--- config.mk ---
export PLATFORM = sky130hd
export DESIGN_NAME = ms_alarm_flat
export DESIGN_NICKNAME = d
export VERILOG_FILES = /design/src/rtl/ms_alarm_if.sv /design/src/rtl/ms_alarm.sv /design/src/flat_wrapper.sv
export SDC_FILE = /design/constraint.sdc
export NUM_CORES = 1
export LEC_CHECK = 0
export CORE_UTILIZATION = 55
export DETAILED_ROUTE_END_ITERATION = 12
export HOLD_SLACK_MARGIN = 0.06
export PLACE_DENSITY = 0.89
export SLEW_MARGIN = 5
export SYNTH_ARGS = -nofsm -noshare
export SYNTH_HDL_FRONTEND = slang
export SYNTH_SLANG_ARGS = --single-unit
--- constraint.sdc ---
create_clock -name clk -period 6.3 [get_ports clk]
set_clock_uncertainty 0.1 [all_clocks]
set_input_delay 1.26 -clock clk [delete_from_list [all_inputs] [get_ports clk]]
set_output_delay 1.26 -clock clk [all_outputs]
set_load 0.05 [all_outputs]
--- src/rtl/ms_alarm_if.sv ---
// ----------------------------------------------------------------------------
// ms_alarm_if
//
// Purpose:
//   Configuration handshake between software-facing logic and the ms_alarm
//   timer. Carries an arm request with its delay and mode, plus the ready
//   indication returned by the timer.
//
// Signals:
//   cfg_valid     master -> slave   request to arm the alarm
//   cfg_ready     slave  -> master  timer can accept a request (idle)
//   cfg_delay     master -> slave   delay in ms, also the re-arm period
//   cfg_periodic  master -> slave   1 = periodic re-arm, 0 = one-shot
//
// Modports:
//   master  drives the request (software side / testbench)
//   slave   receives the request (ms_alarm)
// ----------------------------------------------------------------------------
interface ms_alarm_if #(
    parameter int CW = 32
);
    logic          cfg_valid;
    logic          cfg_ready;
    logic [CW-1:0] cfg_delay;
    logic          cfg_periodic;

    modport master (
        output cfg_valid,
        output cfg_delay,
        output cfg_periodic,
        input  cfg_ready
    );

    modport slave (
        input  cfg_valid,
        input  cfg_delay,
        input  cfg_periodic,
        output cfg_ready
    );
endinterface

--- src/rtl/ms_alarm.sv ---
// ----------------------------------------------------------------------------
// ms_alarm
//
// Purpose:
//   Programmable alarm / interval timer driven by the free-running millisecond
//   count of the ms counter stage. Software arms it with a delay; the block
//   turns that into an absolute target count and raises a level interrupt once
//   the count reaches the target. The comparison is wrap-around safe. In
//   periodic mode the target is advanced by the period on every hit and hits
//   that arrive while the interrupt is still unacknowledged are counted as
//   overruns.
//
// Parameters:
//   CW      width of cnt, delay and target
//   MISS_W  width of the saturating overrun counter
//
// Ports:
//   clk       system clock, rising edge
//   reset     asynchronous reset, active low
//   cnt       ms count from the counter stage, free running, wraps to 0
//   cfg       configuration handshake (ms_alarm_if.slave):
//               cfg_valid / cfg_ready / cfg_delay / cfg_periodic
//   cancel    abort current operation, return to idle
//   irq       alarm pending (level), held until irq_ack
//   irq_ack   clears irq, single-cycle pulse
//   active    1 while armed or pending
//   target    current absolute target count
//   miss_cnt  periodic hits lost while irq was already pending (saturating)
// ----------------------------------------------------------------------------
module ms_alarm #(
    parameter int CW     = 32,
    parameter int MISS_W = 8
) (
    input  logic              clk,
    input  logic              reset,
    input  logic [CW-1:0]     cnt,
    ms_alarm_if.slave         cfg,
    input  logic              cancel,
    input  logic              irq_ack,
    output logic              irq,
    output logic              active,
    output logic [CW-1:0]     target,
    output logic [MISS_W-1:0] miss_cnt
);

    typedef enum logic [1:0] {
        ST_IDLE    = 2'd0,
        ST_ARMED   = 2'd1,
        ST_PENDING = 2'd2
    } state_t;

    // Largest delay that still lies within half the counter range. Anything
    // longer would make the wrap-safe comparison treat the target as already
    // passed, so longer requests are clamped to this value.
    localparam logic [CW-1:0] MAX_DELAY = {1'b0, {(CW-1){1'b1}}};

    localparam logic [MISS_W-1:0] MISS_MAX = {MISS_W{1'b1}};

    state_t        state;
    logic [CW-1:0] period;
    logic          periodic;

    logic [CW-1:0] delay_clamped;
    logic [CW-1:0] diff;
    logic          hit;
    logic          cfg_fire;

    // Clamp the requested delay. A set top bit means the value is beyond
    // half range, which is exactly the case that has to be clamped.
    always_comb begin
        delay_clamped = cfg.cfg_delay;
        if (cfg.cfg_delay[CW-1]) begin
            delay_clamped = MAX_DELAY;
        end
    end

    // Wrap-safe "count has reached target" test: the modular difference
    // cnt - target is non-negative when viewed as a signed number, i.e. the
    // count is at or up to half a range past the target. A count that jumps
    // backwards simply reads as "not yet" until it climbs back to target.
    always_comb begin
        diff = cnt - target;
        hit  = (state == ST_ARMED) && !diff[CW-1];
    end

    // Handshake decode. Ready is a pure state decode so that software sees
    // it drop the cycle after a request is accepted. A cancel in the same
    // cycle suppresses the transfer.
    assign cfg.cfg_ready = (state == ST_IDLE);
    assign cfg_fire      = cfg.cfg_valid && cfg.cfg_ready && !cancel;
    assign active        = (state != ST_IDLE);

    // Main control. Cancel overrides everything and deliberately leaves the
    // target and overrun count untouched so software can inspect them after
    // aborting. In periodic mode the next target is derived from the old
    // target rather than from cnt, so the period does not drift when a hit
    // is detected late. An acknowledge arriving together with a periodic hit
    // is treated as consumed by the new hit: irq stays set and no overrun is
    // recorded, since software has just serviced the previous one.
    always_ff @(posedge clk or negedge reset) begin
        if (!reset) begin
            state    <= ST_IDLE;
            irq      <= 1'b0;
            target   <= '0;
            period   <= '0;
            periodic <= 1'b0;
            miss_cnt <= '0;
        end else if (cancel) begin
            state <= ST_IDLE;
            irq   <= 1'b0;
        end else begin
            case (state)
                ST_IDLE: begin
                    if (cfg_fire) begin
                        target   <= cnt + delay_clamped;
                        period   <= delay_clamped;
                        periodic <= cfg.cfg_periodic;
                        miss_cnt <= '0;
                        state    <= ST_ARMED;
                    end
                end

                ST_ARMED: begin
                    if (hit) begin
                        irq <= 1'b1;
                        if (periodic) begin
                            target <= target + period;
                            if (irq && !irq_ack && (miss_cnt != MISS_MAX)) begin
                                miss_cnt <= miss_cnt + 1'b1;
                            end
                        end else begin
                            state <= ST_PENDING;
                        end
                    end else if (irq_ack) begin
                        irq <= 1'b0;
                    end
                end

                ST_PENDING: begin
                    if (irq_ack) begin
                        irq   <= 1'b0;
                        state <= ST_IDLE;
                    end
                end

                default: begin
                    state <= ST_IDLE;
                    irq   <= 1'b0;
                end
            endcase
        end
    end

endmodule

--- src/flat_wrapper.sv ---
// flat-port wrapper written by rule: the top's interface ports become plain ports
module ms_alarm_flat 
#(
    parameter int CW     = 32,
    parameter int MISS_W = 8
)
  (clk, reset, cnt, cancel, irq_ack, irq, active, target, miss_cnt, cfg_cfg_valid, cfg_cfg_delay, cfg_cfg_periodic, cfg_cfg_ready);
  ms_alarm_if #(.CW(CW)) cfg_i ();
  input  logic clk;
  input  logic reset;
  input  logic [CW-1:0] cnt;
  input  logic cancel;
  input  logic irq_ack;
  output logic irq;
  output logic active;
  output logic [CW-1:0] target;
  output logic [MISS_W-1:0] miss_cnt;
  input wire logic [$bits(cfg_i.cfg_valid)-1:0] cfg_cfg_valid;
  input wire logic [$bits(cfg_i.cfg_delay)-1:0] cfg_cfg_delay;
  input wire logic [$bits(cfg_i.cfg_periodic)-1:0] cfg_cfg_periodic;
  output wire logic [$bits(cfg_i.cfg_ready)-1:0] cfg_cfg_ready;
  assign cfg_i.cfg_valid = cfg_cfg_valid;
  assign cfg_i.cfg_delay = cfg_cfg_delay;
  assign cfg_i.cfg_periodic = cfg_cfg_periodic;
  assign cfg_cfg_ready = cfg_i.cfg_ready;
  ms_alarm #(.CW(CW), .MISS_W(MISS_W)) u_core (.clk(clk), .reset(reset), .cnt(cnt), .cfg(cfg_i), .cancel(cancel), .irq_ack(irq_ack), .irq(irq), .active(active), .target(target), .miss_cnt(miss_cnt));
endmodule
# After elaboration in Yosys (flattened, before gate mapping)
# Cells that the tools add are included.
dict set report word_totals {
  register_bits 76
  in_bits 70
  out_inout_bits 43
  word_cells 58
}
dict set report classes {
  addsub 4
  eq_ne 12
  n_mux 20
  bitwise 1
  n_reduce_logical 15
}
# op n
set op_table {}
lappend op_table {{$mux W32} 3}
lappend op_table {{$add A32 B32 Y32} 2}
lappend op_table {{$pmux W32 S2} 1}
lappend op_table {{$mux W8} 4}
lappend op_table {{$sub A32 B32 Y32} 1}
lappend op_table {{$mux W31} 1}
lappend op_table {{$pmux W8 S2} 1}
lappend op_table {{$mux W2} 5}
lappend op_table {{$ne A3 B3 Y1 const B} 3}
lappend op_table {{$add A8 B1 Y8 const B} 1}
lappend op_table {{$ne A8 B8 Y1 const B} 1}
lappend op_table {{$ne A2 B2 Y1 const B} 3}
lappend op_table {{$pmux W2 S3} 1}
lappend op_table {{$reduce_and A6 Y1} 1}
lappend op_table {{$logic_and A1 B1 Y1} 5}
lappend op_table {{$reduce_and A5 Y1} 1}
lappend op_table {{$ne A2 B1 Y1 const B} 2}
lappend op_table {{$reduce_and A4 Y1} 1}
lappend op_table {{$reduce_bool A2 Y1} 2}
lappend op_table {{$logic_not A1 Y1} 3}
lappend op_table {{$mux W1} 3}
lappend op_table {{$ne A3 B2 Y1 const B} 1}
lappend op_table {{$pmux W1 S3} 1}
lappend op_table {{$reduce_and A3 Y1} 1}
lappend op_table {{other kinds (4)} 4}

# Longest topological paths before layout
# Gate-level depths: netlist (run 1).
dict set report depth {
  ltp_word 7
  ltp_mapped 14
  depth_no_buf 13
}

# Least setup slack after synthesis (run 1)
# OpenSTA, ideal clock, no wires.
dict set report synth_path {
  path_type {input port to flip-flop}
  from {input port cfg_cfg_delay[31]}
  to {register u_core.target[18]}
  setup_ps 127
  t_arrival_ps 3958
  t_required_ps 6073
  path_slack_ps 2115
  stages 14
  path_buffers 1
  cell_sequence {clkbuf_1 > or2_2 > ha_1 > fa_1 > a21o_1 > a21o_1 > a31oi_1 > a31o_2 > nand2_1 > a311oi_1 > xor2_1 > nor2_1 > a211oi_1 > a21oi_1}
}
dict set report synth_between {
  elab_chain_cells 4
}
# item line
set synth_rtl {}
lappend synth_rtl {{start: declaration} flat_wrapper.sv:19} ;# input wire logic [$bits(cfg_i.cfg_delay)-1:0] cfg_cfg_delay;
lappend synth_rtl {{$mux W31} ms_alarm.sv:72} ;# if (cfg.cfg_delay[CW-1]) begin
lappend synth_rtl {{named net u_core.delay_clamped[0]} ms_alarm.sv:63} ;# logic [CW-1:0] delay_clamped;
lappend synth_rtl {{$add A32 B32 Y32} ms_alarm.sv:115} ;# target <= cnt + delay_clamped;
lappend synth_rtl {{$mux W32} ms_alarm.sv:114} ;# if (cfg_fire) begin
lappend synth_rtl {{$pmux W32 S2} ms_alarm.sv:112} ;# case (state)
lappend synth_rtl {{end signal: assignment} ms_alarm.sv:115}
lappend synth_rtl {{end signal: assignment} ms_alarm.sv:127} ;# target <= target + period;
lappend synth_rtl {{end: declaration} ms_alarm.sv:42} ;# output logic [CW-1:0] target,
# The timed path passes the listed nets, and every way through them passes these cells. The select of a mux whose other input is x is not followed.
# A chain may end at the register's enable or synchronous reset.

# Worst setup path in the final report (run 1)
# Same ends and word-level chain as after synthesis.

==> out/metrics.yaml, run 1 <==
global_route:
  gr-total-overflow: 0
  antenna_found_initial: 0
  grt_pass1_vias: 6795
  grt_pass1_wl_um: 33700
  grt_max_degree: 76
  globalRouteTotalUtil_pct: 30.4
timing:
  final_period_minus_worst_setup_slack_ps: 5020
  headroom_to_the_max_slew_limit_pct: 32.1
  fin_worst_setup_slack_ps: 1280
  setup_viol: 0
  timing.setup.tns_ps: 0
  fmax_mhz: 199
  final_min_period_over_clock_period_pct: 79.7
  slew_violations: 0
  hold_viol: 0
  unrepaired_setup_endpoints_after_global_routing: "no"
  max_slew.worst_pin.slew_ps: 1020
floorplan:
  die_height_um: 118
  num_rows: 42
  ioPinCount: 113
  die-area_sq_mm: 0.0139
  coreArea_sq_mm: 0.0132
  initial_core_utilization_pct: 56.1
  die_x_um: 118
critical_path:
  cp-end-kind: "register"
  timing.critical_path.cells: "clkdlybuf4s50_1 > or2_2 > ha_1 > fa_1 > a21o_1 > a21o_1 > a31oi_1 > a31o_2 > nand2_1 > a311oi_1 > xor2_1 > nor2_1 > a211oi_1 > a21oi_1"
  worst_path_largest_cell_delay_ps: 810
  crit_path_top_delay_cell: "sky130_fd_sc_hd__clkdlybuf4s50_1"
  critical_path_required_ps: 6400
  setup.worst_path.class: "in2reg"
  worst_setup_path_start_kind: "input port"
  critPathArrivalTime_ps: 5120
  critical_path_peak_fanout: 21
  cpMostUsedCell: "sky130_fd_sc_hd__a21o_1"
logic_synthesis:
  ys_seq_elements: 75
  synthesis.nets: 1042
  synth_edf_count: 0
  synth.lib_cells_used.distinct: 70
  synthesis.area_per_instance_sq_um: 8.48
  yosys_most_used_dff: "sky130_fd_sc_hd__dfrtp_1"
  synth_area_sq_mm: 0.00740
  yosysSeqAreaShare_pct: 25.4
  syn-instance-count: 873
  synth_async_sr_flop_share_pct: 100
  synth_warnings: 0
run:
  max_cap_violations: 0
placed_design:
  hpwlAfterDp_um: 15600
  preCtsSetupSlack_ps: 966
  post-place-cells: 1138
  buffer_ports.inserted: 112
  place.gp.congestion: 0.954
  post_dp_cell_area_sq_mm: 0.00868
drt:
  routed_via_density: 6.23
  routed_wire_length_per_instance_um: 18.0
  routed_wirelength_um: 20800
  via_count: 7187
  final_antenna_net_count: 0
  dr.pass1.iters: 5
  initialDrtViolationCount: 594
  number_of_remaining_drc_errors: 0
clock_tree:
  post_cts.repair.setup_buffers: 0
  ctsRootBufferMaster: "sky130_fd_sc_hd__clkbuf_16"
  h-tree-depth: 3
  cts_buffers: 9
  cts.clk_slew.worst_paths_ps: 60
  ctsResizeCount: 0
  cts_tree: "done"
  cts_hold_repair_buffers: 0
  clock_sinks: 75
  bufs_on_longest_clock_path: 2
  worst_skew_pair.late_latency_ps: 350
finish:
  final_layout_size_suffix_gt1_share_pct: 10.7
  number_of_nets_in_the_layout: 1142
  antenna_cells_inserted: 0
  seq_area_sq_mm: 0.00188
  multi_input_comb_area_sq_mm: 0.00522
  layout.cell_area.non_filler_sq_mm: 0.00902
  final_cell_count_no_fill: 1154
  syn_to_final_growth_pct: 21.8
  num-fill-cells: 1000
min_path:
  hold_class: "reg2reg"
run_status:
  outcome: "finished, final reports clean"
pwr:
  ir_drop_v: 0.000330
  leakage_nw: 3.96
  power_density_mw_per_mm2: 549
  p_total_w: 0.00495
[report_power, final]
part	switching [W]	internal [W]	leakage (nW)
sequential	0.000176	0.000686	0.837
clock	0.000226	0.000389	0.167
combinational	0.00210	0.00137	2.95
[state kept, by name, indices dropped and copies added, names as in the netlist]
name             flops
u_core.periodic      1
u_core.miss_cnt      8
u_core.irq           1
u_core.period       31
u_core.target       32
u_core.state         2
[placed cells by master (no fill, tap or decap), types with 5 or more instances in the layout]
| cell type | count |
|---|---|
| sky130_fd_sc_hd__a211oi_1 | 17 |
| sky130_fd_sc_hd__a21o_1 | 37 |
| sky130_fd_sc_hd__a21oi_1 | 99 |
| sky130_fd_sc_hd__a31oi_1 | 11 |
| sky130_fd_sc_hd__and3_1 | 9 |
| sky130_fd_sc_hd__buf_4 | 6 |
| sky130_fd_sc_hd__clkbuf_16 | 9 |
| sky130_fd_sc_hd__clkdlybuf4s50_1 | 111 |
| sky130_fd_sc_hd__dfrtp_1 | 75 |
| sky130_fd_sc_hd__ha_1 | 96 |
| sky130_fd_sc_hd__inv_1 | 53 |
| sky130_fd_sc_hd__mux2_2 | 32 |
| sky130_fd_sc_hd__mux2i_1 | 12 |
| sky130_fd_sc_hd__nand2_1 | 56 |
| sky130_fd_sc_hd__nand2b_1 | 10 |
| sky130_fd_sc_hd__nand3_1 | 12 |
| sky130_fd_sc_hd__nand4_1 | 13 |
| sky130_fd_sc_hd__nor2_1 | 71 |
| sky130_fd_sc_hd__nor2b_1 | 8 |
| sky130_fd_sc_hd__nor3_1 | 9 |
| sky130_fd_sc_hd__o211ai_1 | 5 |
| sky130_fd_sc_hd__o21a_1 | 10 |
| sky130_fd_sc_hd__o21ai_0 | 48 |
| sky130_fd_sc_hd__o22ai_1 | 6 |
| sky130_fd_sc_hd__or2_2 | 33 |
| sky130_fd_sc_hd__or3_1 | 6 |
| sky130_fd_sc_hd__xnor2_1 | 27 |
| sky130_fd_sc_hd__xor2_1 | 22 |
[metal layers]
metal,global-route usage (%),up-vias,wire length [um]
met5,0,-,0
met4,14.7,0,735
met3,4.17,69,1670
met2,48.1,376,9350
met1,40.9,3369,9040
li1,-,3373,-
[critical path, delay by kind of cell]
family,cells,cell delay [ps]
buffers and inverters,1,810
and+or+nand+nor,3,660
adders and majority gates,2,640
AOI/OAI and AO/OA,7,1560
xor gates and xnor gates,1,180
[synthesized netlist by cell type, drive strengths merged (6+ instances only)]
cell      n  area (sq um)
mux2i    12           120
nand4    13          81.3
a211oi   18           140
nand3    12          60.1
dfrtp    75          1880
o21ai    49           249
a221oi    6          82.6
xor2     22           193
clkbuf   23          86.3
or3       6          37.5
ha       97          1210
nand2    56           210
o22ai     8          56.3
nand2b   10          62.6
mux2     32           360
a21oi   100           504
nor2b     8          50.1
or2      36           225
xnor2    27           236
nor3     10          55.1
inv      53           199
a21o     37           278
a31oi    12          81.3
o21a     10          75.1
and3      9          56.3
nor2     72           278
[worst paths after layout]
check,endpoint,cells after the start,from,slack [ps]
worst max-delay path,u_core.target[18],14,cfg_cfg_delay[31],1280
worst min-delay path,u_core.period[19],1,u_core.period[19],410
worst max register to register,u_core.target[23],11,u_core.target[29],2430
max in group asynchronous,u_core.target[5],1,reset,4460
worst min register to register,u_core.period[19],1,u_core.period[19],410
min in group asynchronous,u_core.target[23],1,reset,980
[kinds of logic (layout without fill, tap and decap cells)]
group / count (synthesis) / in the layout / synth area share, %
AOI/OAI and AO/OA: 280 / 280 / 24.6
and+or+nand+nor: 245 / 245 / 16.6
adders and majority gates: 99 / 99 / 16.9
buffers and inverters: 81 / 186 / 4.21
DFF: 75 / 75 / 25.4
xor gates and xnor gates: 49 / 49 / 5.80
muxes: 44 / 44 / 6.49
[through the flow]
stage          util [%]  hold slack, ps
4_1_cts            68.4             413
2_1_floorplan         -             384
3_3_place_gp       65.8             392
6_report           68.4             414
3_5_place_dp       65.8             400
5_1_grt            68.4             430
[cell type report]
class / instances / share of cell area, %
multi-input combinational: 717 / 57.9
sequential: 75 / 20.8
timing repair buffer: 117 / 12.8
clock buffer: 10 / 2.54
tap: 176 / 2.44
inverter: 53 / 2.21
clock inverter: 6 / 1.25
Power figures use the tool's default switching activity.
==> run 2: changes to the inputs <==
--- a/config.mk
+++ b/config.mk
@@ -5,10 +5,10 @@
 export SDC_FILE = /design/constraint.sdc
 export NUM_CORES = 1
 export LEC_CHECK = 0
-export CORE_UTILIZATION = 55
+export CORE_UTILIZATION = 51
 export DETAILED_ROUTE_END_ITERATION = 12
 export HOLD_SLACK_MARGIN = 0.06
-export PLACE_DENSITY = 0.89
+export PLACE_DENSITY = 0.87
 export SLEW_MARGIN = 5
 export SYNTH_ARGS = -nofsm -noshare
 export SYNTH_HDL_FRONTEND = slang
==> constraint.sdc (replaced) <==
create_clock -name clk -period 4.4 [get_ports clk]
set_clock_uncertainty 0.1 [all_clocks]
set_input_delay 0.88 -clock clk [delete_from_list [all_inputs] [get_ports clk]]
set_output_delay 0.88 -clock clk [all_outputs]
set_load 0.05 [all_outputs]
==> run 2 against run 1 <==
Combinational power grew 45%. Clock-buffer cell count grew 1. Clock power grew 22%. Critical path type unchanged. Largest cell class unchanged. Highest routed layer unchanged.
==> out/metrics.yaml, run 2 (synthesis results as in run 1) <==
run_status:
  outcome: "finished, final reports clean"
floorplan:
  initial_core_utilization_pct: 52.7  # -3.4 points
  coreArea_sq_mm: 0.0140  # +6.5%
  die-area_sq_mm: 0.0150  # +7.7%
  die_height_um: 122  # +3.8%
  num_rows: 43  # +2.4%
  die_x_um: 122  # +3.8%
  ioPinCount: 113  # unchanged
drt:
  initialDrtViolationCount: 522  # -12%
  routed_via_density: 6.03  # -3.1%
  routed_wirelength_um: 20800  # about the same
  via_count: 7097  # -1.3%
  number_of_remaining_drc_errors: 0  # unchanged
  routed_wire_length_per_instance_um: 17.7  # -1.9%
  final_antenna_net_count: 0  # unchanged
  dr.pass1.iters: 5  # unchanged
critical_path:
  worst_path_largest_cell_delay_ps: 470  # -340 ps
  rrSetupSlack_ps: 670  # -1760 ps
  worst_setup_path_start_kind: "input port"
  timing.reg2reg.worst_path_depth: 13  # +2
  cp-end-kind: "register"
  end_of_the_worst_register_to_register_path: "u_core.target[30]"
  setup.worst_path.class: "in2reg"
  critical_path_required_ps: 4530  # -1870 ps
  rr_startpoint: "u_core.target[0]"
  cpMostUsedCell: "sky130_fd_sc_hd__a21o_1"
  critPathArrivalTime_ps: 4170  # -950 ps
  timing.critical_path.cells: "clkdlybuf4s50_1 > or2_2 > ha_1 > fa_1 > a21o_1 > a21o_1 > a31oi_1 > a31o_2 > nand2_1 > a311oi_1 > xor2_1 > nor2_1 > a211oi_1 > a21oi_1"
  critical_path_peak_fanout: 3  # -86%
  crit_path_top_delay_cell: "sky130_fd_sc_hd__clkdlybuf4s50_1"
clock_tree:
  ctsRootBufferMaster: "sky130_fd_sc_hd__clkbuf_16"
  post_cts.repair.setup_buffers: 0  # unchanged
  worst_skew_pair.late_latency_ps: 350  # about the same
  cts_hold_repair_buffers: 0  # unchanged
  cts.clk_slew.worst_paths_ps: 60  # about the same
  cts_buffers: 9  # unchanged
  ctsResizeCount: 0  # unchanged
  clock_sinks: 75  # unchanged
  bufs_on_longest_clock_path: 2  # unchanged
  h-tree-depth: 3  # unchanged
  cts_tree: "done"
timing:
  slew_violations: 0  # unchanged
  max_slew.worst_pin.slew_ps: 1050  # +29.2 ps
  hold_viol: 0  # unchanged
  final_period_minus_worst_setup_slack_ps: 4040
  worst_hold_slack_ps: 412  # -1.48 ps
  unrepaired_setup_endpoints_after_global_routing: "no"
  headroom_to_the_max_slew_limit_pct: 30.2  # -1.9 points
  fmax_mhz: 248
  final_min_period_over_clock_period_pct: 91.8
  setup_viol: 0  # unchanged
  fin_worst_setup_slack_ps: 362  # -914 ps
  timing.setup.tns_ps: 0  # unchanged
min_path:
  hold_path.startpoint: "u_core.period[22]"
  hold-path-cell-count: 1  # unchanged
  hold_class: "reg2reg"
  worst_hold_path.endpoint: "u_core.period[22]"
global_route:
  globalRouteTotalUtil_pct: 28.9  # -1.6 points
  gr-total-overflow: 0  # unchanged
  grt_max_degree: 76  # unchanged
  grt_pass1_vias: 6978  # +2.7%
  grt_pass1_wl_um: 33700  # about the same
  antenna_found_initial: 0  # unchanged
finish:
  number_of_flip_flops_under_the_largest_register_name: 32  # unchanged
  largest_registers: "u_core.target x32, u_core.period x31, u_core.miss_cnt x8"
  antenna_cells_inserted: 0  # unchanged
  layout.cell_area.non_filler_sq_mm: 0.00914  # +1.4%
  number_of_nets_in_the_layout: 1160  # +1.6%
  num-fill-cells: 1135  # +14%
  largest_register: "u_core.target"
  syn_to_final_growth_pct: 23.5
  final_layout_size_suffix_gt1_share_pct: 12.2  # +1.5 points
  layout.cells.most_common_list: "111 x sky130_fd_sc_hd__clkdlybuf4s50_1, 99 x sky130_fd_sc_hd__a21oi_1, 96 x sky130_fd_sc_hd__ha_1, 75 x sky130_fd_sc_hd__dfrtp_1, 71 x sky130_fd_sc_hd__nor2_1"
  final_cell_count_no_fill: 1176  # +1.9%
  final_common_cell: "sky130_fd_sc_hd__clkdlybuf4s50_1"
pwr:
  leakage_nw: 4.04  # +2.0%
  switching_share_pct: 50.9  # +0.34 points
  p_comb_share_pct: 71.7  # +1.6 points
  switching_power_w: 0.00357  # +43%
  seq_power_share_pct: 17.6  # +0.2 points
  ir_drop_v: 0.000531  # +61%
  power_density_mw_per_mm2: 767  # +40%
  clock_power_share_pct: 10.7  # -1.7 points
  cell_internal_pwr_w: 0.00344  # +41%
placed_design:
  place.gp.congestion: 0.929  # -2.5%
  post-place-cells: 1160  # +1.9%
  buffer_ports.inserted: 112  # unchanged
  post_dp_cell_area_sq_mm: 0.00885  # +2.0%
  preCtsSetupSlack_ps: 36.2  # -929 ps
  hpwlAfterDp_um: 15800  # +1.2%
run:
  max_cap_violations: 0  # unchanged
-- run 2: area by class of cell --
cell class | instances | area [sq um] | share of cell area (%)
Inverter | 53 | 199 | 2.18
Multi-Input combinational cell | 717 | 5220 | 57.2
Timing Repair Buffer | 135 | 1330 | 14.5
Clock inverter | 5 | 53.8 | 0.589
Sequential cell | 75 | 1880 | 20.5
Clock buffer | 11 | 233 | 2.55
Tap cell | 180 | 225 | 2.46
-- run 2: worst max-delay path, delay by kind of cell --
kind | cells | cell delay [ps]
simple gates | 3 | 500
compound gates | 7 | 1480
buf+inv | 1 | 470
fa+ha+maj | 2 | 640
xor+xnor | 1 | 190
-- run 2: how the worst max path moves through the flow --
stage / from / endpoint / slack, ps / cells after the start
floorplan: cfg_cfg_delay[31] / u_core.target[18] / 590 / 14
global placement: cfg_cfg_delay[31] / u_core.target[18] / 80 / 14
detailed placement: cfg_cfg_delay[31] / u_core.target[18] / 40 / 14
CTS: cfg_cfg_delay[31] / u_core.target[18] / 390 / 14
global route: cfg_cfg_delay[31] / u_core.target[18] / 160 / 14
finish: cfg_cfg_delay[31] / u_core.target[18] / 360 / 14
-- run 2: metal layers --
metal | up-vias | routed length (um) | GRT usage [%]
met5 | - | 0 | 0
met4 | 0 | 585 | 14.0
met3 | 42 | 1430 | 3.81
met2 | 284 | 9450 | 46.0
met1 | 3362 | 9320 | 38.4
li1 | 3409 | - | -
-- run 2: per-stage QoR --
stage,util (%),total power (W)
final,65.1,0.00701
after CTS,65.1,0.00695
after global routing,65.1,0.00752
after floorplan,-,0.00484
after global placement,63.0,0.00603
after detailed placement,63.0,0.00615
-- run 2: power by group through the flow --
stage	logic [W]	clock network, W	registers [W]
CTS	0.00496	0.000759	0.00123
global placement	0.00480	0	0.00123
finish	0.00502	0.000749	0.00124
floorplan	0.00317	0	0.00166
global route	0.00547	0.000785	0.00126
detailed placement	0.00491	0	0.00124
